`src/rtl/binary_to_bcd_seq.sv`:
```
// Sequential double-dabble binary-to-BCD converter: one input bit per clock,
// start/done handshake, leading-zero mask and saturating overflow.
module binary_to_bcd_seq #(
  parameter int unsigned BIN_WIDTH = 27,
  parameter int unsigned DIGITS    = 8
) (
  input  logic                  clk,
  input  logic                  reset,
  input  logic                  start,
  input  logic [BIN_WIDTH-1:0]  bin_in,
  output logic                  ready,
  output logic                  busy,
  output logic                  done,
  output logic [4*DIGITS-1:0]   bcd_out,
  output logic [DIGITS-1:0]     digit_valid,
  output logic                  overflow
);

  localparam int unsigned CNT_W = $clog2(BIN_WIDTH + 1);
  localparam int unsigned BCD_W = 4 * DIGITS;

  typedef enum logic [1:0] {
    StIdle,
    StShift,
    StDone
  } state_t;

  state_t               r_state;
  state_t               w_state_next;
  logic [CNT_W-1:0]     r_cnt;
  logic [BIN_WIDTH-1:0] r_shreg;
  logic [BCD_W-1:0]     r_scratch;
  logic                 r_ovf;

  logic [BCD_W-1:0]     w_adj;
  logic [BCD_W-1:0]     w_scratch_next;
  logic [BCD_W-1:0]     w_final;
  logic                 w_ovf_next;
  logic [DIGITS-1:0]    w_mask;
  logic                 w_seen;
  logic                 w_last;

  always_comb begin
    w_adj = r_scratch;
    for (int k = 0; k < int'(DIGITS); k++) begin
      if (r_scratch[4*k +: 4] >= 4'd5) begin
        w_adj[4*k +: 4] = r_scratch[4*k +: 4] + 4'd3;
      end
    end
  end

  // A set MSB after adjustment would be shifted out: value no longer fits.
  assign w_ovf_next     = r_ovf | w_adj[BCD_W-1];
  assign w_scratch_next = {w_adj[BCD_W-2:0], r_shreg[BIN_WIDTH-1]};
  assign w_final        = w_ovf_next ? {DIGITS{4'h9}} : w_scratch_next;
  assign w_last         = (r_cnt == CNT_W'(1));

  always_comb begin
    w_mask = '0;
    w_seen = 1'b0;
    for (int k = int'(DIGITS) - 1; k >= 0; k--) begin
      w_seen    = w_seen | (w_final[4*k +: 4] != 4'h0);
      w_mask[k] = w_seen;
    end
    w_mask[0] = 1'b1;
  end

  always_comb begin
    w_state_next = r_state;
    case (r_state)
      StIdle:  if (start) w_state_next = StShift;
      StShift: if (w_last) w_state_next = StDone;
      StDone:  w_state_next = start ? StShift : StIdle;
      default: w_state_next = StIdle;
    endcase
  end

  always_ff @(posedge clk) begin
    if (reset) r_state <= StIdle;
    else       r_state <= w_state_next;
  end

  always_ff @(posedge clk) begin
    if (reset) begin
      r_cnt       <= '0;
      r_shreg     <= '0;
      r_scratch   <= '0;
      r_ovf       <= 1'b0;
      bcd_out     <= '0;
      digit_valid <= DIGITS'(1);
      overflow    <= 1'b0;
    end else begin
      case (r_state)
        StIdle, StDone: begin
          if (start) begin
            r_shreg   <= bin_in;
            r_scratch <= '0;
            r_ovf     <= 1'b0;
            r_cnt     <= CNT_W'(BIN_WIDTH);
          end
        end
        StShift: begin
          r_scratch <= w_scratch_next;
          r_shreg   <= r_shreg << 1;
          r_ovf     <= w_ovf_next;
          r_cnt     <= r_cnt - CNT_W'(1);
          if (w_last) begin
            bcd_out     <= w_final;
            digit_valid <= w_mask;
            overflow    <= w_ovf_next;
          end
        end
        default: ;
      endcase
    end
  end

  assign ready = (r_state != StShift);
  assign busy  = (r_state == StShift);
  assign done  = (r_state == StDone);

endmodule
```
`config.mk`:
```
export PLATFORM = sky130hd
export DESIGN_NAME = binary_to_bcd_seq
export DESIGN_NICKNAME = d
export VERILOG_FILES = /design/src/rtl/binary_to_bcd_seq.sv
export SDC_FILE = /design/constraint.sdc
export NUM_CORES = 1
export LEC_CHECK = 0
export ABC_CLOCK_PERIOD_IN_PS = 2800
export BUFFER_PORTS_ARGS = -buffer_cell sky130_fd_sc_hd__buf_2
export CORE_MARGIN = 2
export CORE_UTILIZATION = 36
export DETAILED_ROUTE_END_ITERATION = 6
export PLACE_DENSITY_LB_ADDON = 0.25
export SLEW_MARGIN = 40
export SYNTH_ARGS = -nofsm -noshare
export SYNTH_HDL_FRONTEND = slang
export SYNTH_SLANG_ARGS = --single-unit
```
`constraint.sdc`:
```
create_clock -name clk -period 2.8 [get_ports clk]
set_clock_uncertainty 0.05 [all_clocks]
set_input_delay 0.56 -clock clk [delete_from_list [all_inputs] [get_ports clk]]
set_output_delay 0.56 -clock clk [all_outputs]
set_load 0.01 [all_outputs]
```
==> impl_metrics.py, run 1 <==
metrics = {
    "min_path": {
        "min_path_type": "reg2reg",
        "worstHoldStart": "bcd_out[13]$_SDFFE_PP0P_",
    },
    "clock_network": {
        "cts.clk_slew.worst_paths_ns": 0.07,
        "cts_setup_buffers": 0,
        "cts_root_buf": "clkbuf_16",
        "cts_max_path_buffers": 2,
        "cts-buffers-inserted": 9,
        "htreeDepth": 3,
        "ctsHoldBuffers": 0,
        "cts_tree": "built",
        "cts.sinks": 107,
        "cts_resized": 0,
        "clk-insertion-delay-late_ns": 0.35,
    },
    "drt": {
        "post_drt_wl_per_cell_um": 14.4,
        "drtIter0Drc": 306,
        "wirelength_mm": 11.7,
        "drc": 0,
        "firstDrtPassIters": 5,
        "via_per_inst": 5.27,
        "ant_nets": 0,
        "vias": 4273,
    },
    "yosys": {
        "ys_ff_latch": 107,
        "syn-instance-count": 574,
        "synth-edff-count": 0,
        "seq_area_frac_synth": 0.446,
        "ys_top_cells_by_count": "107 x dfxtp_1, 85 x nor2_1, 63 x a21oi_1, 62 x a22oi_1, 44 x nand2_1",
        "synth_top_cells_by_area": "dfxtp_1 45%, a22oi_1 9.7%, nor2_1 6.6%, a21oi_1 6.6%, ha_1 4.7%",
        "ys_warn_count": 0,
        "synth-async-reset-ratio": 0,
        "synth.distinct_cells": 42,
        "synth_top_area_frac": 0.446,
        "syn_area_um2": 4800,
        "yosysMostFrequentCell": "dfxtp_1",
        "synth_ff_type": "dfxtp_1",
        "syn_nets": 622,
        "yosysTopAreaCell": "dfxtp_1",
        "avgSynthCellArea_um2": 8.36,
    },
    "floorplanning": {
        "die_w_um": 119,
        "coreArea_um2": 13100,
        "rows": 42,
        "die-area_um2": 14300,
        "die-height_um": 119,
        "ioPinCount": 74,
        "initial_utilization": 0.365,
    },
    "global_route": {
        "overflow": 0,
        "top_usage_layer": "met2",
        "met2_usage": 0.262,
        "grt_max_degree": 48,
        "grt_pass1_wl_mm": 19.6,
        "grt_pass1_vias": 3974,
        "grt_use_met3": 0.0498,
        "use_met1": 0.225,
        "grt_antenna_before_repair": 0,
        "track_usage": 0.169,
    },
    "sta": {
        "setup_tns_ns": 0,
        "rsz0062_at_grt": "no",
        "final.min_clock_period_ns": 2.48,
        "tightest_slew_ns": 0.751,
        "final_max_slew_viol_count": 0,
        "max_freq_ghz": 0.404,
        "period_share": 0.884,
        "fin_ws_ns": 0.324,
        "final_hold_viol_count": 0,
        "setup_viol": 0,
        "maxSlewHeadroom": 0.498,
    },
    "cells_and_area": {
        "multiInputGateArea_um2": 2430,
        "fin_area_um2": 5680,
        "layout.nets": 678,
        "instances_no_fill": 811,
        "diodes": 0,
        "drive_gt1_frac": 0.172,
        "regArea_um2": 2140,
        "area_delta_synth_final_pct": 18.5,
        "fillers": 1341,
    },
    "critical_path": {
        "r2r_end": "digit_valid[1]$_SDFFE_PP0P_",
        "r2r_setup_slack_ns": 0.32,
        "crit_path_max_incr_delay_ns": 0.54,
        "cp_cell_sequence": "inv_1 -> ha_1 -> nor2b_1 -> o21ai_0 -> a221oi_2 -> or4b_4 -> nor4_4 -> a211oi_1",
        "start_kind": "flip-flop",
        "arrival_ns": 2.65,
        "crit_path_end": "digit_valid[1]$_SDFFE_PP0P_",
        "crit_type": "reg2reg",
        "reg2reg_depth": 8,
        "r2r-start": "r_scratch[24]$_SDFFE_PP0P_",
        "end_kind": "flip-flop",
        "worstSetupStartpoint": "r_scratch[24]$_SDFFE_PP0P_",
        "crit_slowest_cell": "or4b_4",
        "cp_max_fo": 7,
        "crit_required_ns": 2.97,
    },
    "placement": {
        "gp_congestion": 0.797,
        "place_worst_setup_slack_ns": 0.265,
        "dpl_cell_area_um2": 5340,
        "port_buffers": 72,
        "post-place-cells": 795,
        "dp_hpwl_mm": 8.18,
    },
    "pwr": {
        "p_leak_nw": 2.28,
        "power.density_nw_per_um2": 588,
        "peakVddDrop_mv": 0.292,
    },
    "status": {
        "outcome": "finished clean",
    },
    "job": {
        "maxCapViolations": 0,
    },
}
## critical path, delay by kind of cell (launching register included)
family                   cells  cell delay [ns]
flip-flops                   1             0.46
AO/OA/AOI/OAI                3             0.50
adder cells (fa/ha/maj)      1             0.27
buffers and inverters        1             0.07
AND/OR/NAND/NOR              3             1.00
## how the worst min path moves through the flow
stage,endpoint,slack (ns),depth (start not counted)
after floorplan,r_shreg[10]$_SDFFE_PP0P_,0.39,2
after global placement,bcd_out[13]$_SDFFE_PP0P_,0.39,2
after detailed placement,r_shreg[25]$_SDFFE_PP0P_,0.40,2
after CTS,bcd_out[13]$_SDFFE_PP0P_,0.41,2
after global routing,r_shreg[25]$_SDFFE_PP0P_,0.43,2
final,bcd_out[13]$_SDFFE_PP0P_,0.41,2
## final cells by class
type,instances,share of cell area
clock inverter,6,0.0196
sequential,107,0.377
timing repair buffer,84,0.0836
inverter,21,0.0139
tap,176,0.0387
multi-input combinational,407,0.427
clock buffer,10,0.0403
## cell families after synthesis
group                      count (synthesis)  share of synthesized area
and+or+nand+nor                          206                      0.204
adders and majority gates                 18                     0.0469
DFF                                      107                      0.446
muxes                                     10                     0.0209
other                                      1                   0.000782
AOI/OAI and AO/OA                        162                      0.213
xor gates and xnor gates                  10                     0.0183
buffers and inverters                     60                     0.0501
## state kept, by name, indices dropped and copies added, names as in the netlist
name	flops
bcd_out	32
r_scratch	32
r_shreg	27
digit_valid	7
r_cnt	5
r_state	2
overflow	1
r_ovf	1
## where the power goes
part	switching, mW	leakage, nW	internal (mW)
Sequential	0.0314	0.868	1.57
Combinational	0.186	1.25	0.106
Clock	0.568	0.163	0.876
## per-stage QoR
stage               power (mW)   util  hold slack, ns
finish                    3.34  0.433           0.405
global route              3.48  0.433           0.425
CTS                       3.38  0.433           0.408
detailed placement        1.94  0.407           0.399
global placement          1.93  0.407           0.388
floorplan                 1.82      -           0.387
## layout by cell type, fill, tap and decap left out, types with 5 or more instances in the layout
| cell | n |
|---|---|
| mux2i_1 | 10 |
| inv_1 | 21 |
| o21ai_0 | 22 |
| buf_4 | 10 |
| a22oi_1 | 62 |
| a21oi_1 | 63 |
| nor3_1 | 23 |
| nor2_1 | 84 |
| dfxtp_1 | 107 |
| nand2b_1 | 13 |
| nand3_1 | 10 |
| ha_1 | 18 |
| clkbuf_16 | 9 |
| nand2_1 | 44 |
| buf_2 | 72 |
| nor3b_1 | 10 |
| a311oi_1 | 5 |
| xnor2_1 | 10 |
## metal layers
| layer | part of all wire | wire length, µm | vias up |
|---|---|---|---|
| met5 | 0 | 0 | - |
| met4 | 0.016 | 189 | 0 |
| met3 | 0.061 | 716 | 16 |
| met2 | 0.45 | 5290 | 115 |
| met1 | 0.47 | 5510 | 2002 |
| li1 | - | - | 2140 |
Power figures use the tool's default switching activity.
==> run 2: changes to the inputs <==
Settings changed: RECOVER_POWER set to 25.
==> impl_metrics.py, run 2 (synthesized netlist as in run 1, its figures left out) <==
metrics = {
    "status": {
        "outcome": "finished clean",
    },
    "sta": {
        "setup_viol": 0,
        "final_hold_viol_count": 0,
        "final.min_clock_period_ns": 2.47,
        "fin_ws_ns": 0.328,
        "rsz0062_at_grt": "no",
        "max_freq_ghz": 0.404,
        "final_max_slew_viol_count": 0,
        "hold_slack_ns": 0.406,
        "period_share": 0.883,
        "setup_tns_ns": 0,
        "maxSlewHeadroom": 0.409,
        "tightest_slew_ns": 0.887,
    },
    "floorplanning": {
        "coreArea_um2": 13100,
        "die-area_um2": 14300,
        "die-height_um": 119,
        "rows": 42,
        "die_w_um": 119,
        "ioPinCount": 74,
        "initial_utilization": 0.365,
    },
    "cells_and_area": {
        "drive_gt1_frac": 0.113,
        "instances_no_fill": 811,
        "area_delta_synth_final_pct": 17.4,
        "final_common_cell": "dfxtp_1",
        "layout_common_cells": "107 x dfxtp_1, 84 x nor2_1, 63 x a21oi_1",
        "reg_top3": "bcd_out x32, r_scratch x32, r_shreg x27",
        "fin_util": 0.429,
        "layout.nets": 678,
        "diodes": 0,
        "fin_area_um2": 5640,
    },
    "critical_path": {
        "start_kind": "flip-flop",
        "arrival_ns": 2.65,
        "r2r_end": "digit_valid[1]$_SDFFE_PP0P_",
        "crit_required_ns": 2.97,
        "reg2reg_depth": 8,
        "cp_max_fo": 7,
        "crit_path_max_incr_delay_ns": 0.54,
        "worstSetupStartpoint": "r_scratch[24]$_SDFFE_PP0P_",
        "crit_slowest_cell": "or4b_4",
        "cp_cell_sequence": "inv_1 -> ha_1 -> nor2b_1 -> o21ai_0 -> a221oi_2 -> or4b_4 -> nor4_4 -> a211oi_1",
        "crit_path_end": "digit_valid[1]$_SDFFE_PP0P_",
        "r2r-start": "r_scratch[24]$_SDFFE_PP0P_",
        "crit_type": "reg2reg",
        "r2r_setup_slack_ns": 0.33,
        "end_kind": "flip-flop",
    },
    "drt": {
        "wirelength_mm": 11.7,
        "met3_length_um": 719,
        "highest_layer": "met4",
        "via_per_inst": 5.24,
        "post_drt_wl_per_cell_um": 14.5,
        "drc": 0,
        "firstDrtPassIters": 4,
        "ant_nets": 0,
        "vias": 4253,
        "route.met2.wl_mm": 5.33,
        "drtIter0Drc": 317,
        "met1Wirelength_mm": 5.51,
    },
    "global_route": {
        "grt_max_degree": 48,
        "grt_pass1_wl_mm": 19.6,
        "overflow": 0,
        "grt_antenna_before_repair": 0,
        "track_usage": 0.169,
        "grt_pass1_vias": 3974,
    },
    "clock_network": {
        "cts-buffers-inserted": 9,
        "cts.sinks": 107,
        "clk-insertion-delay-late_ns": 0.35,
        "cts_tree": "built",
        "cts_setup_buffers": 0,
        "cts_root_buf": "clkbuf_16",
        "cts_max_path_buffers": 2,
        "cts.clk_slew.worst_paths_ns": 0.07,
        "htreeDepth": 3,
    },
    "pwr": {
        "power_mw": 3.34,
        "p_int_mw": 2.55,
        "switchingPower_mw": 0.786,
        "pwr-share-clk": 0.433,
        "power_frac_seq": 0.481,
        "p_leak_nw": 2.12,
        "peakVddDrop_mv": 0.292,
        "power.density_nw_per_um2": 592,
        "switching_share": 0.235,
        "power_frac_comb": 0.086,
    },
    "min_path": {
        "min_path_type": "reg2reg",
    },
    "placement": {
        "gp_congestion": 0.797,
        "dp_hpwl_mm": 8.18,
        "port_buffers": 72,
        "post-place-cells": 795,
        "place_worst_setup_slack_ns": 0.265,
        "dpl_cell_area_um2": 5340,
    },
    "job": {
        "maxCapViolations": 0,
    },
}
run 2: cell types whose count changed in the layout (fill, tap and decap cells not counted):
cell,previous run,this run
buf_2,72,36
buf_4,10,9
clkbuf_1,1,38
run 2: critical path, delay by kind of cell (launching register included):
family | cells | cell delay (ns)
simple gates | 3 | 1.00
buf+inv | 1 | 0.07
fa+ha+maj | 1 | 0.27
flops | 1 | 0.46
compound gates | 3 | 0.50
run 2: per-layer routing:
layer / vias up / GRT usage
met3: 16 / 0.0498
li1: 2136 / -
met5: - / 0
met2: 109 / 0.262
met4: 0 / 0.0559
met1: 1992 / 0.225
run 2: worst min-delay path by stage:
stage	startpoint	endpoint	slack, ns	depth (start not counted)
floorplan	r_shreg[10]$_SDFFE_PP0P_	r_shreg[10]$_SDFFE_PP0P_	0.39	2
global placement	bcd_out[13]$_SDFFE_PP0P_	bcd_out[13]$_SDFFE_PP0P_	0.39	2
detailed placement	r_shreg[25]$_SDFFE_PP0P_	r_shreg[25]$_SDFFE_PP0P_	0.40	2
CTS	bcd_out[13]$_SDFFE_PP0P_	bcd_out[13]$_SDFFE_PP0P_	0.41	2
global route	r_shreg[25]$_SDFFE_PP0P_	r_shreg[25]$_SDFFE_PP0P_	0.43	2
finish	r_shreg[21]$_SDFFE_PP0P_	r_shreg[21]$_SDFFE_PP0P_	0.41	2
run 2: final cells by class:
cell class                      count  area, µm²
Clock buffer                       10        229
Clock inverter                      6        111
Fill cell                        1366       7500
Inverter                           21       78.8
Multi-Input combinational cell    407       2430
Sequential cell                   107       2140
Tap cell                          176        220
Timing Repair Buffer               84        427
run 2: power groups by stage:
stage / Combinational [mW] / Clock [mW] / Sequential, mW
floorplan: 0.184 / 0 / 1.64
global placement: 0.290 / 0 / 1.64
detailed placement: 0.294 / 0 / 1.64
CTS: 0.295 / 1.48 / 1.61
global route: 0.323 / 1.54 / 1.61
finish: 0.288 / 1.44 / 1.61
run 2: repair_timing:
item | 4_1_cts | 5_1_grt
resized for setup | 0 | 1
setup endpoints to repair | 0 | 2
hold buffers | 0 | 0
